**src/rtl/pc_redirect_ctrl_pkg.sv**
```systemverilog
// ----------------------------------------------------------------------------
// pc_redirect_ctrl_pkg : core width macro, redirect source and FSM encodings -- rev 1.0
// ----------------------------------------------------------------------------
`default_nettype none

`ifndef size_X_LEN
`define size_X_LEN 32
`endif

package pc_redirect_ctrl_pkg;

  localparam int X_LEN = `size_X_LEN;

  typedef enum logic [2:0] {
    SRC_NONE   = 3'd0,
    SRC_BOOT   = 3'd1,
    SRC_BRANCH = 3'd2,
    SRC_IRQ    = 3'd3,
    SRC_MRET   = 3'd4
  } redirect_src_e;

  typedef enum logic [1:0] {
    ST_BOOT  = 2'd0,
    ST_RUN   = 2'd1,
    ST_FLUSH = 2'd2
  } state_e;

endpackage

`default_nettype wire

```
**src/rtl/pc_redirect_ctrl_prio_mux.sv**
```systemverilog
// ----------------------------------------------------------------------------
// redirect_prio_mux : one-hot-by-priority select of redirect pc/src/irq_prep -- rev 1.0
// ----------------------------------------------------------------------------
`default_nettype none

module redirect_prio_mux
  import pc_redirect_ctrl_pkg::*;
(
  input  logic                  boot_req_i,
  input  logic                  run_req_i,
  input  logic                  mret_i,
  input  logic                  irq_take_i,
  input  logic                  jump_i,
  input  logic                  branch_i,
  input  logic [`size_X_LEN-1:0] initial_pc_i,
  input  logic [`size_X_LEN-1:0] mepc_i,
  input  logic [`size_X_LEN-1:0] irq_vector_i,
  input  logic [`size_X_LEN-1:0] target_i,
  output logic                  valid_o,
  output redirect_src_e         src_o,
  output logic [`size_X_LEN-1:0] pc_o,
  output logic                  irq_prep_o
);

  always_comb begin
    valid_o    = 1'b0;
    src_o      = SRC_NONE;
    pc_o       = '0;
    irq_prep_o = 1'b0;
    if (boot_req_i) begin
      valid_o = 1'b1;
      src_o   = SRC_BOOT;
      pc_o    = initial_pc_i;
    end else if (run_req_i) begin
      // Lower-priority sources losing arbitration are simply dropped.
      if (mret_i) begin
        valid_o = 1'b1;
        src_o   = SRC_MRET;
        pc_o    = mepc_i;
      end else if (irq_take_i) begin
        valid_o    = 1'b1;
        src_o      = SRC_IRQ;
        pc_o       = irq_vector_i;
        irq_prep_o = 1'b1;
      end else if (jump_i || branch_i) begin
        valid_o = 1'b1;
        src_o   = SRC_BRANCH;
        pc_o    = target_i;
      end
    end
  end

endmodule

`default_nettype wire

```
**src/rtl/pc_redirect_ctrl.sv**
```systemverilog
// ----------------------------------------------------------------------------
// pc_redirect_ctrl : boot/branch/irq/mret PC redirect FSM with fetch flush -- rev 1.0
// ----------------------------------------------------------------------------
`default_nettype none

module pc_redirect_ctrl
  import pc_redirect_ctrl_pkg::*;
#(
  parameter int FLUSH_CYCLES = 2,
  parameter int debug_param  = 1
) (
  input  logic                  clk_i,
  input  logic                  reset_i,
  input  logic                  enable_design_i,
  input  logic                  if_ready_i,
  input  logic [`size_X_LEN-1:0] pc_i,
  input  logic [`size_X_LEN-1:0] initial_pc_i,
  input  logic                  jump_i,
  input  logic                  branch_i,
  input  logic [`size_X_LEN-1:0] target_i,
  input  logic                  mret_i,
  input  logic [`size_X_LEN-1:0] mepc_i,
  input  logic                  irq_req_i,
  input  logic                  irq_en_i,
  input  logic [`size_X_LEN-1:0] irq_vector_i,
  output logic                  redirect_valid_o,
  output logic [`size_X_LEN-1:0] redirect_pc_o,
  output logic [2:0]            redirect_src_o,
  output logic                  irq_prep_o,
  output logic [`size_X_LEN-1:0] mepc_save_o,
  output logic                  flush_o,
  output logic                  pc_advance_o,
  output logic                  in_irq_o
);

  localparam logic [2:0] FLUSH_LOAD = 3'(FLUSH_CYCLES);

  state_e        state_q, state_d;
  logic [2:0]    cnt_q, cnt_d;
  logic          in_irq_q, in_irq_d;

  logic          active;
  logic          mux_valid;
  redirect_src_e mux_src;
  logic [`size_X_LEN-1:0] mux_pc;
  logic          mux_irq_prep;

  // Outputs are forced quiet both while disabled and during the reset cycle.
  assign active = enable_design_i && !reset_i;

  redirect_prio_mux u_prio_mux (
    .boot_req_i   (active && (state_q == ST_BOOT)),
    .run_req_i    (active && (state_q == ST_RUN)),
    .mret_i       (mret_i),
    .irq_take_i   (irq_req_i && irq_en_i && !in_irq_q),
    .jump_i       (jump_i),
    .branch_i     (branch_i),
    .initial_pc_i (initial_pc_i),
    .mepc_i       (mepc_i),
    .irq_vector_i (irq_vector_i),
    .target_i     (target_i),
    .valid_o      (mux_valid),
    .src_o        (mux_src),
    .pc_o         (mux_pc),
    .irq_prep_o   (mux_irq_prep)
  );

  always_comb begin
    state_d  = state_q;
    cnt_d    = cnt_q;
    in_irq_d = in_irq_q;
    if (enable_design_i) begin
      case (state_q)
        ST_BOOT: state_d = ST_RUN;
        ST_RUN: begin
          if (mux_valid) begin
            state_d = ST_FLUSH;
            cnt_d   = FLUSH_LOAD;
            if (mux_src == SRC_MRET) in_irq_d = 1'b0;
            if (mux_irq_prep)        in_irq_d = 1'b1;
          end
        end
        ST_FLUSH: begin
          if (cnt_q <= 3'd1) begin
            state_d = ST_RUN;
            cnt_d   = 3'd0;
          end else begin
            cnt_d = 3'(cnt_q - 3'd1);
          end
        end
        default: state_d = ST_BOOT;
      endcase
    end
  end

  always_ff @(posedge clk_i) begin
    if (reset_i) begin
      state_q  <= ST_BOOT;
      cnt_q    <= 3'd0;
      in_irq_q <= 1'b0;
    end else begin
      state_q  <= state_d;
      cnt_q    <= cnt_d;
      in_irq_q <= in_irq_d;
    end
  end

  assign redirect_valid_o = mux_valid;
  assign redirect_pc_o    = mux_pc;
  assign redirect_src_o   = mux_src;
  assign irq_prep_o       = mux_irq_prep;
  assign mepc_save_o      = mux_irq_prep ? pc_i : '0;
  assign flush_o          = active && (state_q == ST_FLUSH);
  assign pc_advance_o     = active && (state_q == ST_RUN) && if_ready_i && !mux_valid;
  assign in_irq_o         = in_irq_q;

`ifndef SYNTHESIS
  if (debug_param != 0) begin : g_trace
    always_ff @(posedge clk_i) begin
      if (redirect_valid_o) begin
        $info("pc_redirect_ctrl: redirect src=%0d pc=%h", redirect_src_o, redirect_pc_o);
      end
    end
  end
`endif

endmodule

`default_nettype wire

```
**config.mk**
```make
export PLATFORM = sky130hd
export DESIGN_NAME = pc_redirect_ctrl
export DESIGN_NICKNAME = d
export VERILOG_FILES = /design/src/rtl/pc_redirect_ctrl_pkg.sv /design/src/rtl/pc_redirect_ctrl_prio_mux.sv /design/src/rtl/pc_redirect_ctrl.sv
export SDC_FILE = /design/constraint.sdc
export NUM_CORES = 1
export LEC_CHECK = 0
export CAP_MARGIN = 25
export CORE_AREA = 2 2 95 97
export CTS_BUF_LIST = sky130_fd_sc_hd__clkbuf_2
export DETAILED_ROUTE_END_ITERATION = 8
export DIE_AREA = 0 0 97 99
export PLACE_DENSITY = 0.68
export SYNTH_ARGS = -nofsm -noshare
export SYNTH_HDL_FRONTEND = slang
export SYNTH_SLANG_ARGS = --single-unit
```
**constraint.sdc**
```tcl
create_clock -name clk_i -period 2.4 [get_ports clk_i]
set_input_delay 0.48 -clock clk_i [delete_from_list [all_inputs] [get_ports clk_i]]
set_output_delay 0.48 -clock clk_i [all_outputs]
set_load 0.1 [all_outputs]
```
==> impl_results.md <==
* Hold Vio Cnt, Final at 0
* Area contributors post-synth: mux2i_1 (20%), a32oi_1 (17%), and2_1 (13%), dfxtp_1 (7.5%), o21ai_0 (6.5%)
* Final Core Density at 71.3%
* Clock-pin slew on the worst setup and hold paths at 70 ps
* Worst skew pair latency at 240 ps
* FF-to-FF Start: state_q[0]
* Die width at 97 µm
* Starting Density at 18.8%
* Wirelength per Cell at 20.2 µm
* N_diodes at 0
* TNS Setup at 0 ps
* Largest net degree at the start of global routing at 23
* Req. time, crit path at 1920 ps
* CTS tree: yes
* Post-synth EDFFs at 0
* Via-to-Cell Ratio at 4.99
* Crit start category: input port
* CTS Sinks at 6
* Count of final setup violators at 0
* Warning count from the yosys run at 0
* Clk_skew at 3.52 ps
* Lkg Pwr at 2.27 nW
* Port Buffers at 240
* Synthesized flop and latch total at 6
* Outcome: completed
* Pins Over Slew Limit at 0
* Reg2Reg Capture Point: cnt_q[2]
* Rows at 34
* DRT iter0 DRCs at 59
* Vias at 2881
* CP max FO at 7
* Max frequency at 419 MHz
* Worst Path Arrival at 1900 ps
* Setup crit start: enable_design_i
* Antenna violations before repair at 0
* Post-synth ARST share at 0%
* Layout cells sized above 1 at 53.3%
* Main synth FF type: dfxtp_1
* Pwr Density at 225 nW/µm²
* Post-Route WL at 11700 µm
* Final ANT Viol Nets at 0
* Critical path endpoint category: output port
* Placeable Area at 8550 µm²
* Nets@finish at 641
* Crit path capture: redirect_pc_o[22]
* WS Path Type: input port to output port
* Synthesized area at 1610 µm²
* Relative slew slack at 76.8%
* Synthesized Nets at 373
* Mapped Cells at 202
* Final RePlAce weighted congestion at 0.811
* Final Critical Period at 2380 ps
* CTS H-tree lvls at 1
* IO Pins at 241
* R2r setup slk at 720 ps
* Vias in the first global route at 3195
* Period Utilization, post-route at 99.4%
* Max Cap Violations at 0
* Die Area at 9600 µm²
* R2R depth at 5
* Gr ovfl total at 0
* Syn_area_per_cell at 7.97 µm²
* DRC violations left at 0
* Fill count at 591
* Worst hold path class: register to register
* Layout area overhead at 278%
* Clk root buf: clkbuf_2
* Hold-fix buffers, CTS at 0
* Top cell type's share of synthesized area at 19.9%
* Worst Tran Pin Value at 347 ps
* First-pass GRT wire length at 17700 µm
* Largest area contributor in the netlist: mux2i_1
* All-Layer GR Usage at 23.3%
* Yosys cell types at 40
* RSZ-0062 raised after global routing: yes
* DP Wirelength at 8960 µm
* Drt pass-1 iters at 4
* Longest Clk Path Bufs at 2
* Worst IR Drop VDD at 0.000150 V
* Die height at 99 µm
* Num CTS Buffers at 3
* Seq/Total Area, Yosys at 7.46%
-- cells in the mapped netlist (2+ instances only) --
library cell  instances
clkbuf_1              5
nor2_1                4
o21ai_1              11
o2111ai_1             2
buf_6                 7
o311ai_0              2
a32oi_1              32
ha_1                  2
dfxtp_1               6
o211ai_1              2
mux2i_1              32
o41ai_1               2
buf_2                 4
o21ai_0              21
and3b_1               2
buf_4                 5
inv_1                 8
and2_1               33
-- registers in the layout, indices dropped and copies added (netlist names) --
| signal | flops |
|---|---|
| cnt_q | 3 |
| in_irq_o | 1 |
| state_q | 2 |
-- metal layers --
layer  up-vias  track usage [%]  wire length (µm)
met1      1356             25.7              4430
met4         0             5.20               174
met3        14             5.25               861
li1       1338                -                 -
met2       173             45.2              6190
met5         -                0                 0
-- report_power, final --
part,internal (mW),switching (mW)
Combinational,0.579,0.597
Sequential,0.103,0.00383
Clock,0.0443,0.0459
-- kinds of logic (layout without fill, tap and decap cells) --
logic type,after synthesis,in the layout,share of synthesized area (%)
muxes,32,32,19.9
DFF,6,6,7.46
and+or+nand+nor,50,50,21.2
buffers and inverters,31,298,12.3
adders and majority gates,2,2,1.55
AOI/OAI and AO/OA,81,81,37.6
-- placed cells by master (no fill, tap or decap), types with 3 or more instances in the layout --
| master | netlist | final |
|---|---|---|
| buf_6 | 7 | 7 |
| o21ai_4 | 0 | 32 |
| dlygate4sd2_1 | 0 | 3 |
| and2_2 | 0 | 23 |
| a32oi_4 | 0 | 6 |
| and2_4 | 0 | 9 |
| a32oi_1 | 32 | 5 |
| clkdlybuf4s50_1 | 0 | 161 |
| nor2_1 | 4 | 3 |
| mux2i_2 | 0 | 22 |
| mux2i_1 | 32 | 9 |
| a32oi_2 | 0 | 21 |
| buf_4 | 5 | 26 |
| clkbuf_2 | 1 | 4 |
| dfxtp_1 | 6 | 5 |
| inv_1 | 8 | 7 |
| buf_12 | 0 | 82 |
-- worst min path at each step --
stage / slack (ps) / depth (start not counted) / start / to
3_5_place_dp: 540 / 2 / in_irq_o / in_irq_o
6_report: 540 / 2 / in_irq_o / in_irq_o
3_3_place_gp: 520 / 2 / in_irq_o / in_irq_o
2_1_floorplan: 500 / 2 / cnt_q[0] / cnt_q[0]
4_1_cts: 550 / 2 / in_irq_o / in_irq_o
5_1_grt: 610 / 2 / cnt_q[0] / cnt_q[0]
-- critical path, stage by stage --
cell and delay, ps:
clkdlybuf4s15_1 200, buf_6 130, nor4b_4 120, buf_6 130, buf_4 140, buf_6 140, a32oi_1 260, o21ai_4 110
buf_12 180
-- final cells by class --
class	instances	area (µm²)	area share, %
Timing Repair Buffer	286	3680	60.5
Tap cell	108	135	2.22
Sequential cell	6	124	2.03
Multi-Input combinational cell	165	2100	34.4
Inverter	8	33.8	0.554
Clock buffer	4	20.0	0.329
-- what timing repair did --
item / CTS / global route
buffers inserted: 10 / 1
hold endpoints to repair: 0 / 0
pin swaps: 10 / 2
cloned: 4 / 0
gates resized for setup: 72 / 12
endpoints found under the setup margin: 69 / 32
-- through the flow --
stage          total power, mW  hold slack, ps  area, µm²  setup slack (ps)  instances
5_1_grt                   1.42             606       6090             -45.4        577
4_1_cts                   1.35             554       6010             -32.8        577
6_report                  1.37             544       6090              15.5        577
3_3_place_gp              1.14             521       5490              -189        560
3_5_place_dp              1.15             536       5490              -205        560
2_1_floorplan            0.623             500       2080             -57.8        202
(Power assumes the default switching activity.)
